==> src/rtl/final_fpga_cpu_oci_dct_packer.sv <==
// final_fpga_cpu_oci_dct_packer
// Packs 2-bit OCI debug-capture trace atoms into 30-bit capture words (15 atoms)
// and hands full or flushed words to the trace store over valid/ready.
// Ports:
//   clk, reset_n        : clock, synchronous active-low reset
//   atom_valid/_data    : trace atom input; atom_ready is combinational
//   test_ending         : flush request (level, honoured only while running)
//   out_valid/_data/_count, out_ready : capture word output handshake
//   dct_buffer/dct_count: live packing buffer and its atom count
//   test_has_ended      : sticky, set once the flush has drained
module final_fpga_cpu_oci_dct_packer (
  input  logic        clk,
  input  logic        reset_n,
  input  logic        atom_valid,
  input  logic [1:0]  atom_data,
  output logic        atom_ready,
  input  logic        test_ending,
  output logic        out_valid,
  output logic [29:0] out_data,
  output logic [3:0]  out_count,
  input  logic        out_ready,
  output logic [29:0] dct_buffer,
  output logic [3:0]  dct_count,
  output logic        test_has_ended
);

  localparam int unsigned ATOM_W    = 2;
  localparam int unsigned NUM_ATOMS = 15;
  localparam int unsigned BUF_W     = ATOM_W * NUM_ATOMS;
  localparam int unsigned CNT_W     = 4;

  typedef enum logic [1:0] {
    ST_RUN   = 2'd0,
    ST_FLUSH = 2'd1,
    ST_DRAIN = 2'd2,
    ST_ENDED = 2'd3
  } state_t;

  state_t             state_q;
  logic [BUF_W-1:0]   buf_q, buf_d;
  logic [CNT_W-1:0]   cnt_q, cnt_d;
  logic [BUF_W-1:0]   out_data_q;
  logic [CNT_W-1:0]   out_count_q;
  logic               out_valid_q;
  logic               ended_q;

  logic               slot_free;
  logic               full;
  logic               accept;
  logic               transfer;

  // Handshake decode and next packing buffer.
  always_comb begin
    slot_free  = !out_valid_q || out_ready;
    full       = (cnt_q == CNT_W'(NUM_ATOMS));
    atom_ready = (state_q == ST_RUN) && (!full || slot_free);
    accept     = atom_valid && atom_ready;
    transfer   = slot_free && (full || ((state_q == ST_FLUSH) && (cnt_q != '0)));

    buf_d = buf_q;
    cnt_d = cnt_q;
    if (transfer) begin
      buf_d = '0;
      cnt_d = '0;
    end
    // Uses the post-transfer count so a same-cycle atom lands in slot 0.
    if (accept) begin
      for (int unsigned i = 0; i < NUM_ATOMS; i++) begin
        if (CNT_W'(i) == cnt_d) begin
          buf_d[i*ATOM_W +: ATOM_W] = atom_data;
        end
      end
      cnt_d = cnt_d + CNT_W'(1);
    end
  end

  // State, buffer and output registers.
  always_ff @(posedge clk) begin
    if (!reset_n) begin
      state_q     <= ST_RUN;
      buf_q       <= '0;
      cnt_q       <= '0;
      out_data_q  <= '0;
      out_count_q <= '0;
      out_valid_q <= 1'b0;
      ended_q     <= 1'b0;
    end else begin
      buf_q <= buf_d;
      cnt_q <= cnt_d;

      if (transfer) begin
        out_data_q  <= buf_q;
        out_count_q <= cnt_q;
        out_valid_q <= 1'b1;
      end else if (out_ready) begin
        out_valid_q <= 1'b0;
      end

      case (state_q)
        ST_RUN: begin
          if (test_ending) state_q <= ST_FLUSH;
        end
        ST_FLUSH: begin
          // Non-empty buffer leaves only once its transfer has fired.
          if ((cnt_q == '0) || slot_free) state_q <= ST_DRAIN;
        end
        ST_DRAIN: begin
          if (!out_valid_q) begin
            state_q <= ST_ENDED;
            ended_q <= 1'b1;
          end
        end
        ST_ENDED: begin
          state_q <= ST_ENDED;
        end
        default: state_q <= ST_RUN;
      endcase
    end
  end

  assign out_valid      = out_valid_q;
  assign out_data       = out_data_q;
  assign out_count      = out_count_q;
  assign dct_buffer     = buf_q;
  assign dct_count      = cnt_q;
  assign test_has_ended = ended_q;

endmodule

==> config.mk <==
export PLATFORM = sky130hd
export DESIGN_NAME = final_fpga_cpu_oci_dct_packer
export DESIGN_NICKNAME = d
export VERILOG_FILES = /design/src/rtl/final_fpga_cpu_oci_dct_packer.sv
export SDC_FILE = /design/constraint.sdc
export NUM_CORES = 1
export LEC_CHECK = 0
export CORE_UTILIZATION = 48
export DETAILED_ROUTE_END_ITERATION = 10
export PLACE_DENSITY = 0.79
export SLEW_MARGIN = 40
export SYNTH_ARGS = -nofsm -noshare
export SYNTH_HDL_FRONTEND = slang
export SYNTH_SLANG_ARGS = --single-unit
==> constraint.sdc <==
create_clock -name clk -period 2.2 [get_ports clk]
set_input_delay 0.44 -clock clk [delete_from_list [all_inputs] [get_ports clk]]
set_output_delay 0.44 -clock clk [all_outputs]
set_load 0.02 [all_outputs]
After elaboration in Yosys (flattened, before gate mapping)
Cells that the tools add are included.
- add/subtract/negate cells: 1
- $mul: 0
- divide/modulo/power cells: 0
- $lt $le $gt $ge: 0
- eq/ne operators: 21
- shift operators: 0
- multiplexer cells: 25
- bitwise operators: 1
- reductions and logical operators: 17
- operators by type and width (kind ; number):
    $mux 30 ; 2
    $mux 2 ; 18
    $eq 4x4->1 const A ; 7
    $eq 3x4->1 const A ; 4
    $eq 2x4->1 const A ; 2
    $logic_not 4->1 ; 2
    $mux 4 ; 2
    $pmux 2 s4 ; 1
    $add 4x1->4 const B ; 1
    $eq 1x4->1 const A ; 1
    $eq 2x2->1 const B ; 2
    $eq 4x4->1 const B ; 1
    $logic_and 1x1->1 ; 4
    $logic_or 1x1->1 ; 4
    $ne 2x2->1 const B ; 2
    $reduce_bool 4->1 ; 1
    $reduce_and 3->1 ; 1
    $eq 2x1->1 const B ; 1
    $logic_not 1->1 ; 2
    $logic_not 2->1 ; 1
    $mux 1 ; 2
    $ne 2x1->1 const B ; 1
    $reduce_and 2->1 ; 1
    $reduce_bool 2->1 ; 1
    $not 1->1 ; 1
- flip-flop bits (word level): 72
- bits in latches: 0
- memory bits (writable): 0
- memory bits (read-only): 0
- input port bits: 7
- output and inout bits: 71
- logic and storage cells: 72
- memories kept: 0

Longest topological paths before layout
Gate-level depths: netlist of run 1.
- depth in word-level cells: 8
- mapped depth: 7
- gate-level depth less buffers: 4

Worst setup path before layout of run 1
Ideal clock, no wire load.
- path type: register to output
- start point: register cnt_q[1] (netlist: dct_count[1])
- end point: output atom_ready
- data arrival time: 1236 ps
- data required time: 1760 ps
- path slack: 524 ps
- stages on the path, launching flop included: 5
- path buffers: 1
- path through: dfxtp_1 > buf_2 > nand4_1 > nor2_1 > nor3_1
- longest elaborated chain between the ends: 4
- ends and longest elaborated chain (element ; line ; RTL):
    from (decl) ; 41 ; logic [CNT_W-1:0] cnt_q, cnt_d;
    from (signal assigned) ; 89 ; cnt_q <= cnt_d;
    $eq 4x4->1 ; 55 ; full = (cnt_q == CNT_W'(NUM_ATOMS));
    $logic_not 1->1 ; 56 ; atom_ready = (state_q == ST_RUN) && (!full || slot_free);
    $logic_or 1x1->1 ; 56 ;
    $logic_and 1x1->1 ; 56 ;
    to (decl) ; 16 ; output logic atom_ready,
Every way passes these cells.

Final worst setup path of run 1
- start point: register cnt_q[0] (netlist: dct_count[0])
- end point: output dct_count[0]
- RTL lines (element ; line ; RTL):
    to (decl) ; 23 ; output logic [3:0] dct_count,
No word-level cell between the ends.

==> results.yml, run 1 <==
status:
  run_status: "finished clean"
die:
  die_h_um: 79.7
  die_w_um: 79.7
  dieArea_sq_um: 6340
  num_rows: 27
  initial_core_util: 0.513
  pin_count: 78
  core_sq_um: 5640
placement:
  port_buffers: 77
  gp_congestion: 0.879
  pre_cts_slack_ps: -60.7
  dp_hpwl_um: 4710
global_route:
  grt-ovfl-total: 0
  grt_pass1_wl_um: 11000
  antenna_found_initial: 0
  grt_max_degree: 32
  gr-usage-all-layers: 0.225
  grt_pass1_vias: 2352
cells_and_area:
  fin_util: 0.720
  n_fill_cell: 439
  diodes: 0
  syn_to_final_growth_pct: 40.4
  multiInputGateArea_sq_um: 1330
  final_cell_mix: "nand2_1, clkdlybuf4s50_1, dfxtp_1, mux2i_1"
  fin_nets: 414
  final_common_cell: "nand2_1"
  drive_above_1_share: 0.109
  seqCellArea_sq_um: 1440
synth:
  async_reset_ff_frac: 0
  synth_area_sq_um: 2890
  syn_area_per_cell_sq_um: 9.04
  synth-seq-cells: 72
  synth_edf_count: 0
  ys_seq_area_frac: 0.498
  ys.flop_type: "dfxtp_1"
  syn_inst: 320
  synth_fp_nets: 327
  ys_warn_count: 0
  synth_cell_types: 40
critical_path:
  cp_cell_sequence: "buf_4 -> clkdlybuf4s50_1"
  cp.depth: 2
  worstRegToRegCells: 6
  max_stage_delay_ps: 630
  crit_path_end_kind: "output pin"
  critPathKind: "register to output pin"
  path_max_fanout: 9
  critPathArrivalTime_ps: 1650
  critPathLaunchType: "register"
  worst-path-buf-inv: 2
  critPathTopFamily: "buffers and inverters"
  crit_required_ps: 1760
  critPathSlowestCell: "clkdlybuf4s50_1"
pwr:
  pwr-share-comb: 0.076
  irDropWorstVdd_mv: 0.409
  sequentialPowerShare: 0.493
  internal-power_w: 0.00211
  switching_power_w: 0.000592
  p_per_area_nw_per_um2: 666
  p_leak_nw: 1.38
  p_sw_frac: 0.219
  pwr-share-clk: 0.431
route:
  routed_wl_um: 6750
  drt_iter0_drc: 163
  drtPass1Iterations: 4
  wire_per_inst_um: 14.0
  num_vias: 2572
  drtAntennaViolNets: 0
  viasPerCell: 5.31
  drc_errors: 0
cts:
  cts_max_level: 3
  hold_buffers: 0
  post_cts_buffers: 0
  path_clk_slew_ps: 70
  cts-root-buf: "clkbuf_8"
  cts_tree: "yes"
  cts_buffer_depth: 2
  cts_made_buffers: 9
  clock_sinks: 72
  worst_skew_pair.late_latency_ps: 340
run:
  drv_cap: 0
sta:
  setup_slack_ps: 106
  worst_pin_slew_ps: 519
  drv_slew: 0
  maxSlewHeadroom: 0.651
  setup_viol: 0
  finalCritPeriodShare: 0.952
  fmax_mhz: 478
  skew_ps: 5.36
  fin_crit_ps: 2090
  hold_viol_final: 0
  rsz0062_at_grt: "false"
min_path:
  holdCritPathClass: "register to register"
  whs_path_depth: 2
power by group through the flow:
stage | Sequential, W | Clock [W] | Combinational (W)
3_5_place_dp | 0.00136 | 0 | 0.000205
6_report | 0.00133 | 0.00117 | 0.000206
3_3_place_gp | 0.00136 | 0 | 0.000204
2_1_floorplan | 0.00137 | 0 | 0.000121
4_1_cts | 0.00133 | 0.00119 | 0.000206
5_1_grt | 0.00133 | 0.00124 | 0.000221
Yosys cell counts (3+ instances only):
cell type,instances,area (sq um)
mux2i_1,35,350
nand2_1,91,342
o21ai_0,3,15.0
buf_2,5,25.0
or3_1,3,18.8
clkbuf_1,11,41.3
o22ai_1,9,56.3
buf_4,3,22.5
inv_1,3,11.3
nand2b_1,5,31.3
nor4_1,3,18.8
nand3_1,10,50.1
nor3_1,9,45.0
nor2_1,7,26.3
o31ai_1,20,150
dfxtp_1,72,1440
cell families (layout without fill, tap and decap cells):
kind of cell,count (synthesis),after routing,share of synthesized area
simple gates,142,142,0.225
flops,72,72,0.498
compound gates,44,44,0.107
mux,36,36,0.125
buf+inv,26,118,0.0450
what timing repair did:
action,4_1_cts,5_1_grt
gates resized for setup,1,0
hold endpoints to repair,0,0
endpoints found under the setup margin,1,0
worst min-delay path: cells and delay by family, from the launching register on:
| family | cells | cell delay (ps) |
|---|---|---|
| flip-flops | 1 | 310 |
| multiplexers | 1 | 50 |
| AND/OR/NAND/NOR | 1 | 50 |
registers in the layout (all words and copies together) (netlist names):
| register | flops |
|---|---|
| test_has_ended | 1 |
| out_count | 4 |
| dct_count | 4 |
| out_data | 30 |
| out_valid | 1 |
| state_q | 2 |
| dct_buffer | 30 |
per-stage QoR:
step	hold WS, ps	TNS [ps]	cell area (sq um)	cells	power, W
2_1_floorplan	533	0	2890	320	0.00149
3_3_place_gp	442	-42.7	3830	468	0.00157
6_report	458	0	4060	484	0.00271
4_1_cts	461	0	4060	484	0.00272
3_5_place_dp	446	-60.7	3830	468	0.00157
5_1_grt	472	0	4060	484	0.00280
area by class of cell:
cell class	count	share of cell area
Clock buffer	15	0.0508
Inverter	3	0.00277
Timing Repair Buffer	99	0.235
Sequential cell	72	0.355
Clock inverter	1	0.00739
Multi-Input combinational cell	222	0.327
Tap cell	72	0.0222
routing by layer:
| metal | share of wire | vias to the layer above | track usage |
|---|---|---|---|
| met4 | 0.018 | 0 | 0.107 |
| met2 | 0.47 | 86 | 0.368 |
| li1 | - | 1288 | - |
| met3 | 0.064 | 14 | 0.0480 |
| met5 | 0 | - | 0 |
| met1 | 0.45 | 1184 | 0.278 |
final timing paths:
kind | from | end | slack, ps
worst min register to register | out_data[12] | out_data[12] | 460
worst min-delay path | out_data[12] | out_data[12] | 460
worst max-delay path | dct_count[0] | dct_count[0] | 110
worst max register to register | dct_count[0] | out_data[4] | 390
(Power assumes the default switching activity.)
==> run 2, diff against run 1 <==
--- a/config.mk
+++ b/config.mk
@@ -5,6 +5,7 @@
 export SDC_FILE = /design/constraint.sdc
 export NUM_CORES = 1
 export LEC_CHECK = 0
+export CORE_MARGIN = 1.5
 export CORE_UTILIZATION = 48
 export DETAILED_ROUTE_END_ITERATION = 10
 export PLACE_DENSITY = 0.79
==> results.yml, run 2 (same netlist as run 1, synthesis figures left out) <==
status:
  run_status: "finished clean"
cts:
  cts_buffer_depth: 2
  worst_skew_pair.late_latency_ps: 350
  clock_sinks: 72
  cts_max_level: 3
  path_clk_slew_ps: 70
  cts_tree: "yes"
  cts-root-buf: "clkbuf_8"
  cts_made_buffers: 9
route:
  viasPerCell: 5.30
  drtPass1Iterations: 5
  wl_met2_um: 3240
  drc_errors: 0
  wl_met1_um: 2950
  wire_per_inst_um: 13.7
  num_vias: 2563
  routed_wl_um: 6620
  met3_length_um: 334
  top_layer_used: "met4"
  drtAntennaViolNets: 0
  drt_iter0_drc: 97
critical_path:
  reg2reg_slack_ps: 440
  crit_path_end_kind: "output pin"
  critPathKind: "register to output pin"
  critPathSlowestCell: "clkdlybuf4s50_1"
  r2r_end: "dct_buffer[13]"
  critPathLaunchType: "register"
  critPathArrivalTime_ps: 1540
  worstRegToRegCells: 6
  critPathLaunch: "dct_count[0]"
  rr_startpoint: "dct_count[0]"
  crit_required_ps: 1760
  max_stage_delay_ps: 640
  path_max_fanout: 15
  cp_cell_sequence: "buf_4 -> clkdlybuf4s50_1"
pwr:
  p_per_area_nw_per_um2: 643
  irDropWorstVdd_mv: 0.395
  p_leak_nw: 1.35
sta:
  hold_viol_final: 0
  fin_crit_ps: 1980
  maxSlewHeadroom: 0.699
  holdWs_ps: 458
  fmax_mhz: 505
  finalCritPeriodShare: 0.900
  drv_slew: 0
  setup_viol: 0
  setup_slack_ps: 220
  tns_ps: 0
  rsz0062_at_grt: "false"
  worst_pin_slew_ps: 447
  skew_ps: 5.72
die:
  core_sq_um: 5890
  pin_count: 78
  die_w_um: 80.7
  die_h_um: 80.7
  dieArea_sq_um: 6500
  initial_core_util: 0.492
  num_rows: 28
min_path:
  holdCritPathClass: "register to register"
  hold_end: "out_count[3]"
  whs_path_depth: 2
  hold_start: "out_count[3]"
global_route:
  antenna_found_initial: 0
  gr-usage-all-layers: 0.212
  grt_max_degree: 41
  grt_pass1_vias: 2292
  grt-ovfl-total: 0
  grt_pass1_wl_um: 10600
cells_and_area:
  final_cell_mix: "nand2_1, clkdlybuf4s50_1, dfxtp_1, mux2i_1, o31ai_1"
  final_area_sq_um: 4020
  drive_above_1_share: 0.0978
  fin_nets: 411
  syn_to_final_growth_pct: 38.9
  diodes: 0
  n_fill_cell: 481
  stdcell_count: 484
  final_common_cell: "nand2_1"
placement:
  port_buffers: 77
  gp_congestion: 0.843
  pre_cts_slack_ps: -44.4
  place_area_sq_um: 3820
  dp_hpwl_um: 4670
  post-place-cells: 468
run:
  drv_cap: 0
run 2: per-layer routing:
metal  vias up  track usage
li1       1280            -
met1      1194        0.260
met2        76        0.355
met3        13       0.0580
met4         0       0.0776
met5         -            0
run 2: worst max path at each step:
stage                   endpoint  slack [ps]  cells after the start
floorplan             atom_ready         520                      4
global placement      atom_ready         -50                      5
detailed placement    atom_ready         -40                      5
CTS                 dct_count[0]         210                      2
global route          atom_ready         150                      5
finish              dct_count[0]         220                      2
run 2: layout make-up:
cell class | instances | area [sq um] | share of cell area
multi-input cells | 222 | 1330 | 0.331
flip-flops and latches | 72 | 1440 | 0.359
repair buffers | 96 | 945 | 0.235
well taps | 75 | 93.8 | 0.0233
clock buffers | 13 | 159 | 0.0395
inverters | 3 | 11.3 | 0.00280
clock inverters | 3 | 40.0 | 0.00996
run 2: critical path: cells and delay by family (launching register included):
| kind | cells | cell delay (ps) |
|---|---|---|
| buffers and inverters | 2 | 860 |
| flip-flops | 1 | 330 |
run 2: repair_timing:
action	4_1_cts	5_1_grt
hold buffers	0	0
buffers inserted	0	0
gates resized for setup	1	0
setup endpoints to repair	1	0
run 2: through the flow:
step / utilization / total power (W)
global placement: 0.649 / 0.00157
detailed placement: 0.649 / 0.00157
CTS: 0.683 / 0.00260
floorplan: - / 0.00149
global route: 0.683 / 0.00267
finish: 0.683 / 0.00259
run 2: power by group:
| part | internal (W) | total (W) | switching, W |
|---|---|---|---|
| Combinational | 0.0000852 | 0.000209 | 0.000124 |
| Clock | 0.000583 | 0.00105 | 0.000464 |
| Sequential | 0.00132 | 0.00133 | 0.0000122 |
| Total | 0.00199 | 0.00259 | 0.000600 |
==> run 3, diff against run 2 <==
--- a/config.mk
+++ b/config.mk
@@ -6,9 +6,10 @@
 export NUM_CORES = 1
 export LEC_CHECK = 0
 export CORE_MARGIN = 1.5
-export CORE_UTILIZATION = 48
+export CORE_UTILIZATION = 45
 export DETAILED_ROUTE_END_ITERATION = 10
-export PLACE_DENSITY = 0.79
+export PLACE_DENSITY = 0.75
+export SETUP_SLACK_MARGIN = 0.2
 export SLEW_MARGIN = 40
 export SYNTH_ARGS = -nofsm -noshare
 export SYNTH_HDL_FRONTEND = slang
==> results.yml, run 3 (same netlist as run 1, synthesis figures left out) <==
critical_path:
  critPathLaunchType: "input pin"
  critPathArrivalTime_ps: 1510
  critPathLaunch: "out_ready"
  rr_startpoint: "dct_count[0]"
  reg2reg_slack_ps: 430
  crit_path_end_kind: "output pin"
  critPathKind: "input pin to output pin"
  crit_required_ps: 1760
  r2r_end: "dct_buffer[22]"
  path_max_fanout: 2
  worstRegToRegCells: 6
  critical_path.endpoint: "atom_ready"
placement:
  port_buffers: 77
  gp_congestion: 0.909
  dp_hpwl_um: 4800
  post-place-cells: 471
sta:
  drv_slew: 0
  fin_crit_ps: 1950
  maxSlewHeadroom: 0.640
  tns_ps: 0
  rsz0062_at_grt: "true"
  skew_ps: 5.57
  fmax_mhz: 513
  holdWs_ps: 453
  worst_pin_slew_ps: 536
  setup_viol: 0
  finalCritPeriodShare: 0.887
  hold_viol_final: 0
cts:
  cts_made_buffers: 9
  post_cts_resized: 3
  post_cts_buffers: 0
  hold_buffers: 0
  cts-root-buf: "clkbuf_8"
  cts_tree: "yes"
  cts_buffer_depth: 2
  cts_max_level: 3
  worst_skew_pair.late_latency_ps: 340
  path_clk_slew_ps: 70
  clock_sinks: 72
cells_and_area:
  fin_util: 0.641
  fin_nets: 412
  diodes: 0
  syn_to_final_growth_pct: 39.0
  seqCellArea_sq_um: 1440
  multiInputGateArea_sq_um: 1330
  stdcell_count: 487
  final_common_cell: "nand2_1"
  final_cell_mix: "nand2_1, clkdlybuf4s50_1, dfxtp_1, mux2i_1, o31ai_1"
  n_fill_cell: 528
  drive_above_1_share: 0.102
pwr:
  total_power_w: 0.00259
  irDropWorstVdd_mv: 0.373
  p_leak_nw: 1.39
  p_per_area_nw_per_um2: 645
global_route:
  antenna_found_initial: 0
  grt_pass1_vias: 2329
  grt-ovfl-total: 0
  grt_pass1_wl_um: 11200
  gr-usage-all-layers: 0.201
  grt_max_degree: 44
run:
  drv_cap: 0
die:
  dieArea_sq_um: 6920
  die_w_um: 83.2
  die_h_um: 83.2
  initial_core_util: 0.461
  core_sq_um: 6280
  pin_count: 78
  num_rows: 29
route:
  wire_per_inst_um: 13.9
  drtAntennaViolNets: 0
  drt_iter0_drc: 96
  drtPass1Iterations: 4
  viasPerCell: 5.17
  drc_errors: 0
  routed_wl_um: 6770
  num_vias: 2519
status:
  run_status: "finished clean"
min_path:
  holdCritPathClass: "input pin to register"
==> run 3: through the flow <==
step,area (sq um),setup WS (ps)
after CTS,4020,216
after floorplan,2890,524
after global routing,4020,184
after detailed placement,3820,-56.7
final,4020,249
after global placement,3820,-42.0
==> run 3: layer usage <==
metal	part of all wire	wire (um)	vias up	track usage
met5	0	0	-	0
met3	0.046	313	7	0.0557
met4	0.011	72	0	0.0682
met2	0.47	3170	60	0.325
li1	-	-	1288	-
met1	0.47	3220	1164	0.260
==> run 3: worst min path at each step <==
stage,from,end,slack (ps),cells after the start
after floorplan,out_count[1],out_count[1],530,2
after global placement,out_data[15],out_data[15],440,2
after detailed placement,out_data[1],out_data[1],450,2
after CTS,reset_n,out_count[2],440,3
after global routing,reset_n,out_data[1],460,3
final,reset_n,out_count[2],450,3
==> run 3: worst max-delay path, cell delays in order <==
cell	delay, ps
clkdlybuf4s50_1	450
nand2b_1	110
nor2_1	60
nor3_1	120
dlygate4sd1_1	330
==> run 3: where the power goes <==
group | switching [W] | total, W | internal [W]
Sequential | 0.0000161 | 0.00133 | 0.00132
Clock | 0.000474 | 0.00106 | 0.000583
Combinational | 0.000120 | 0.000204 | 0.0000837
Total | 0.000610 | 0.00259 | 0.00198
==> run 3: final cells by class <==
cell class | instances | area share
inverter | 3 | 0.00280
multi-input combinational | 222 | 0.331
clock inverter | 3 | 0.00995
clock buffer | 13 | 0.0395
tap | 77 | 0.0240
sequential | 72 | 0.359
timing repair buffer | 97 | 0.235
==> RTL edit 1: new RTL, config.mk and constraints of run 2 <==
`buf_q` no longer has a reset.
--- a/src/rtl/final_fpga_cpu_oci_dct_packer.sv
+++ b/src/rtl/final_fpga_cpu_oci_dct_packer.sv
@@ -78,14 +78,12 @@
   always_ff @(posedge clk) begin
     if (!reset_n) begin
       state_q     <= ST_RUN;
-      buf_q       <= '0;
       cnt_q       <= '0;
       out_data_q  <= '0;
       out_count_q <= '0;
       out_valid_q <= 1'b0;
       ended_q     <= 1'b0;
     end else begin
-      buf_q <= buf_d;
       cnt_q <= cnt_d;
 
       if (transfer) begin
@@ -118,6 +116,10 @@
     end
   end
 
+  always_ff @(posedge clk) begin
+    buf_q <= buf_d;
+  end
+
   assign out_valid      = out_valid_q;
   assign out_data       = out_data_q;
   assign out_count      = out_count_q;
Check against the original RTL: not equivalent (a bounded check fails within 4 cycles, from zero or initial values and one cycle with reset_n low).
==> RTL edit 1 against run 2 <==
  * Cell count fell by 0.83%
  * Cell area rose by 0.81%
  * Sequential cell count did not move
  * Largest cell class unchanged
  * Setup slack got worse by 46 ps
  * Routed wire length rose by 3.0%
  * Synthesized area rose by 2.3%
Power is not compared: it rests on default switching activity, and its combinational part moved more than twofold at a synthesized area within 25%.
==> RTL edit 1: results (changes against run 2) <==
| Metric | Value |
|---|---|
| Synth cell types | `34 (-15%)` |
| Clock-pin slew on the worst setup and hold paths | `80 ps` |
| Non-Filler Instances | `480 (-0.83%)` |
| Arr. time, crit path | `1590 ps (+50 ps)` |
| Crit-path max cell delay | `600 ps (-40 ps)` |
| Total vias in the final route | `2,540 (-0.90%)` |
| DP Cell Count | `464 (-0.85%)` |
| CP delay by family, top | `buffers and inverters` |
| Met1 WL | `3170 um (+7.2%)` |
| Met1 usage | `27.2% (+1.2 points)` |
| Met3 Use GR | `7.00% (+1.2 points)` |
| R2r worst-path depth | `5 (-1)` |
| Grt met2 use | `35.0% (-0.42 points)` |
| Share of cells above drive strength 1 | `9.38% (-0.40 points)` |
| WL met2 | `3240 um (about the same)` |
| Setup Skew | `10.1 ps (+4.42 ps)` |
| Synth Area per Inst | `9.25 sq um (+2.3%)` |
| Synth Area in Compound Gates | `9.29% (-1.4 points)` |
| Status | `completed` |
| Leading post-synthesis cells by cell area | `dfxtp_1 49%, mux2i_1 18%, nand2_1 9.6%` |
| Area post-placement | `3850 sq um (+0.72%)` |
| Net Count, Synth | `327 (unchanged)` |
| Final Wtd Congestion | `0.809 (-4.1%)` |
| Synth cell count leaders | `76 x nand2_1, 72 x dfxtp_1, 54 x mux2i_1` |
| DRT Pass-1 Iters | `4 (-1)` |
| FF-to-FF setup slack | `300 ps (-140 ps)` |
| Uppermost layer routed | `met4` |
| Seq/Total Area, Yosys | `48.7% (-1.1 points)` |
| Mux share of post-synthesis cell area | `18.3% (+5.8 points)` |
| Global-route wire length before repair | `10,900 um (+3.5%)` |
| Nets | `407 (-0.97%)` |
| Antenna violations before repair | `0 (unchanged)` |
| CP Max Fanout | `11 (-4)` |
| Yosys warnings | `0 (unchanged)` |
| GR Util All Layers | `21.5% (+0.24 points)` |
| Pin count of the biggest net entering global routing | `52 (+27%)` |
| Worst Tran Pin Value | `492 ps (+44.8 ps)` |
| Met3 wire length | `366 um (+9.6%)` |
| Number of global-route vias before repair | `2,306 (+0.61%)` |
| Max cap viols | `0 (unchanged)` |
| Post-detail-place hpwl | `4680 um (+0.26%)` |
| Post-CTS Repair Setup Buffers | `0 (unchanged)` |
| Share of the synthesized area in the top cell type | `48.7% (-1.1 points)` |
| 1st-iter DRT viols | `151 (+56%)` |
| Post-DR wirelength/cell | `14.2 um (+3.8%)` |
RTL edit 1: cell types whose count changed in the layout (fill, tap and decap cells not counted), moves of 4 or more:
cell              run 2  this run
nor2_1                6        22
o31ai_1              20         6
mux2i_1              35        54
nand3_1              10         3
nand2_1              91        76
o21ai_0               3        10
buf_4                16        12
o2bb2ai_1             0         4
RTL edit 1: what timing repair did:
| action | CTS | global route |
|---|---|---|
| endpoints found under the hold margin | 0 | 0 |
| gates resized for setup | 3 | 0 |
| endpoints found under the setup margin | 1 | 0 |
| hold buffers | 0 | 0 |
RTL edit 1: stage by stage:
| stage | hold slack (ps) | utilization (%) | worst slack [ps] | power [uW] |
|---|---|---|---|---|
| 2_1_floorplan | 530 | - | 445 | 1700 |
| 3_3_place_gp | 441 | 64.6 | -57.3 | 1890 |
| 3_5_place_dp | 451 | 64.6 | -70.3 | 1900 |
| 4_1_cts | 461 | 68.0 | 162 | 2950 |
| 5_1_grt | 476 | 68.0 | 117 | 3050 |
| 6_report | 459 | 68.0 | 174 | 2920 |
RTL edit 1: cells by family (layout without fill, tap and decap cells):
family          count (synthesis)  count (layout)
simple gates                  128             128
compound gates                 39              39
buf+inv                        27             112
mux                            54              54
flops                          72              72
RTL edit 1: area by class of cell:
cell class,instances,area (sq um)
inverters,4,15.0
fillers,489,1900
multi-input cells,221,1380
clock buffers,9,124
well taps,75,93.8
repair buffers,92,915
clock inverters,7,77.6
flip-flops and latches,72,1440
RTL edit 1: worst paths after layout:
| check | to | start |
|---|---|---|
| max reg2reg | dct_count[1] | dct_count[0] |
| min reg2reg | out_data[1] | out_data[1] |
| min | out_data[1] | out_data[1] |
| max | dct_count[0] | dct_count[0] |
RTL edit 1: where the power goes:
group / internal [uW] / switching [uW]
Combinational: 202 / 238
Clock: 533 / 524
Sequential: 1370 / 59.5
==> RTL edit 2: new RTL, config.mk and constraints of run 2 <==
Without the edit above. The 4 states of `state_t` get a one-hot encoding in 4 bits.
--- a/src/rtl/final_fpga_cpu_oci_dct_packer.sv
+++ b/src/rtl/final_fpga_cpu_oci_dct_packer.sv
@@ -29,11 +29,11 @@
   localparam int unsigned BUF_W     = ATOM_W * NUM_ATOMS;
   localparam int unsigned CNT_W     = 4;
 
-  typedef enum logic [1:0] {
-    ST_RUN   = 2'd0,
-    ST_FLUSH = 2'd1,
-    ST_DRAIN = 2'd2,
-    ST_ENDED = 2'd3
+  typedef enum logic [3:0] {
+    ST_RUN   = 4'b0001,
+    ST_FLUSH = 4'b0010,
+    ST_DRAIN = 4'b0100,
+    ST_ENDED = 4'b1000
   } state_t;
 
   state_t             state_q;
Function: same outputs for any inputs over 10 cycles, from zero or initial values and one cycle with reset_n low; not proved beyond that.
==> RTL edit 2 against run 2 <==
  * Global-route usage rose by 2.4 points
  * Power increased by 11%
  * Clock power is 21% higher
  * Synthesized area is 9.9% higher
  * Cell count rose by 7.4%
  * Setup slack worse by 110 ps
  * Core utilization is 1.1 points lower
  * Sequential cell count rose by 2
  * Synthesized cell count up 11%
  * Cell area up 6.8%
  * Routed wire length increased by 24%
  * Critical path depth increased by 4
  * Clock skew grew 2.7 ps
  * Critical path type is now reg -> reg
  * Largest cell class unchanged
==> RTL edit 2: results (changes against run 2) <==
| Metric | Value |
|---|---|
| Status | `completed` |
| Setup slack at placement | `-157 ps (-113 ps)` |
| Worst reg2reg startpoint | `state_q[0]` |
| Leading post-synthesis cells by cell area | `dfxtp_1 47%, a21oi_1 7.1%, nand3_1 5.8%` |
| Final Wtd Congestion | `0.833 (-1.2%)` |
| DRT Pass-1 Iters | `4 (-1)` |
| Share of cells above drive strength 1 | `13.3% (+3.5 points)` |
| Arr. time, crit path | `2300 ps (+760 ps)` |
| Crit-path max cell delay | `570 ps (-70 ps)` |
| CP max-delay cell | `or4b_1` |
| Synth cell types | `44 (+10%)` |
| Hold worst-path end | `out_data[17]` |
| Total vias in the final route | `2,988 (+17%)` |
| Synth Area in Compound Gates | `23.5% (+13 points)` |
| GR Util All Layers | `23.6% (+2.4 points)` |
| 1st-iter DRT viols | `202 (+110%)` |
| Synth cell count leaders | `74 x dfxtp_1, 45 x a21oi_1, 37 x nand3_1` |
| Worst Hold Launch | `out_data[17]` |
| Synth Area in XOR/XNOR | `0.275% (+0.28 points)` |
| Seq/Total Area, Yosys | `46.6% (-3.2 points)` |
| Worst Tran Pin Value | `604 ps (+156 ps)` |
| Final hold slack | `478 ps (+19.7 ps)` |
| FF-to-FF setup slack | `110 ps (-330 ps)` |
| DP Cell Count | `504 (+7.7%)` |
| Largest family of logic cells by synthesized area | `compound AO/OA/AOI/OAI gates` |
| Peak supply drop | `438 uV (+11%)` |
| Nets | `445 (+8.3%)` |
| Post-detail-place hpwl | `5670 um (+22%)` |
| Setup Skew | `8.39 ps (+2.66 ps)` |
| Area post-placement | `4060 sq um (+6.1%)` |
| Via-to-Cell Ratio | `5.75 (+8.5%)` |
| Pleak | `0.00147 uW (+8.4%)` |
| Number of global-route vias before repair | `2,775 (+21%)` |
| Final Cell Area | `4290 sq um (+6.8%)` |
| Worst R2R End | `dct_buffer[0]` |
| Fill count | `528 (+9.8%)` |
| Synth Area per Inst | `8.93 sq um (-1.3%)` |
RTL edit 2: cells by family (layout without fill, tap and decap cells):
| kind of cell | count (synthesis) | in the layout |
|---|---|---|
| muxes | 11 | 11 |
| DFF | 74 | 74 |
| buffers and inverters | 36 | 123 |
| AOI/OAI and AO/OA | 125 | 125 |
| and+or+nand+nor | 109 | 109 |
| xor gates and xnor gates | 1 | 1 |
RTL edit 2: timing repair:
item,in CTS,in global routing
pin swaps,0,0
gates resized for setup,1,2
setup endpoints to repair,1,1
RTL edit 2: cell type report:
type | instances | area share [%]
multi-input cells | 246 | 34.5
flip-flops and latches | 74 | 34.5
clock buffers | 12 | 3.38
well taps | 77 | 2.24
inverters | 3 | 0.262
clock inverters | 4 | 2.30
repair buffers | 104 | 22.8
RTL edit 2: how the worst max path moves through the flow:
stage                           from             end  slack, ps
after global placement     out_ready      atom_ready       -130
after floorplan           state_q[3]  dct_buffer[18]        360
after CTS                 state_q[3]      atom_ready          3
final                     state_q[0]   dct_buffer[0]        110
after global routing      state_q[0]   dct_buffer[0]         20
after detailed placement   out_ready      atom_ready       -160
RTL edit 2: report_power, final:
part / total (uW) / leakage, uW / internal (uW) / switching [uW]
combinational: 237 / 0.000750 / 95.2 / 142
sequential: 1360 / 0.000597 / 1350 / 8.27
clock: 1270 / 0.000121 / 787 / 488
total: 2870 / 0.00147 / 2230 / 637
RTL edit 2: per-layer routing:
metal | vias to the layer above | share of wire (%) | global-route usage, %
met2 | 90 | 48 | 38.1
met5 | - | 0 | 0
met3 | 17 | 5.0 | 5.21
li1 | 1461 | - | -
met1 | 1420 | 45 | 31.1
met4 | 0 | 1.7 | 8.80
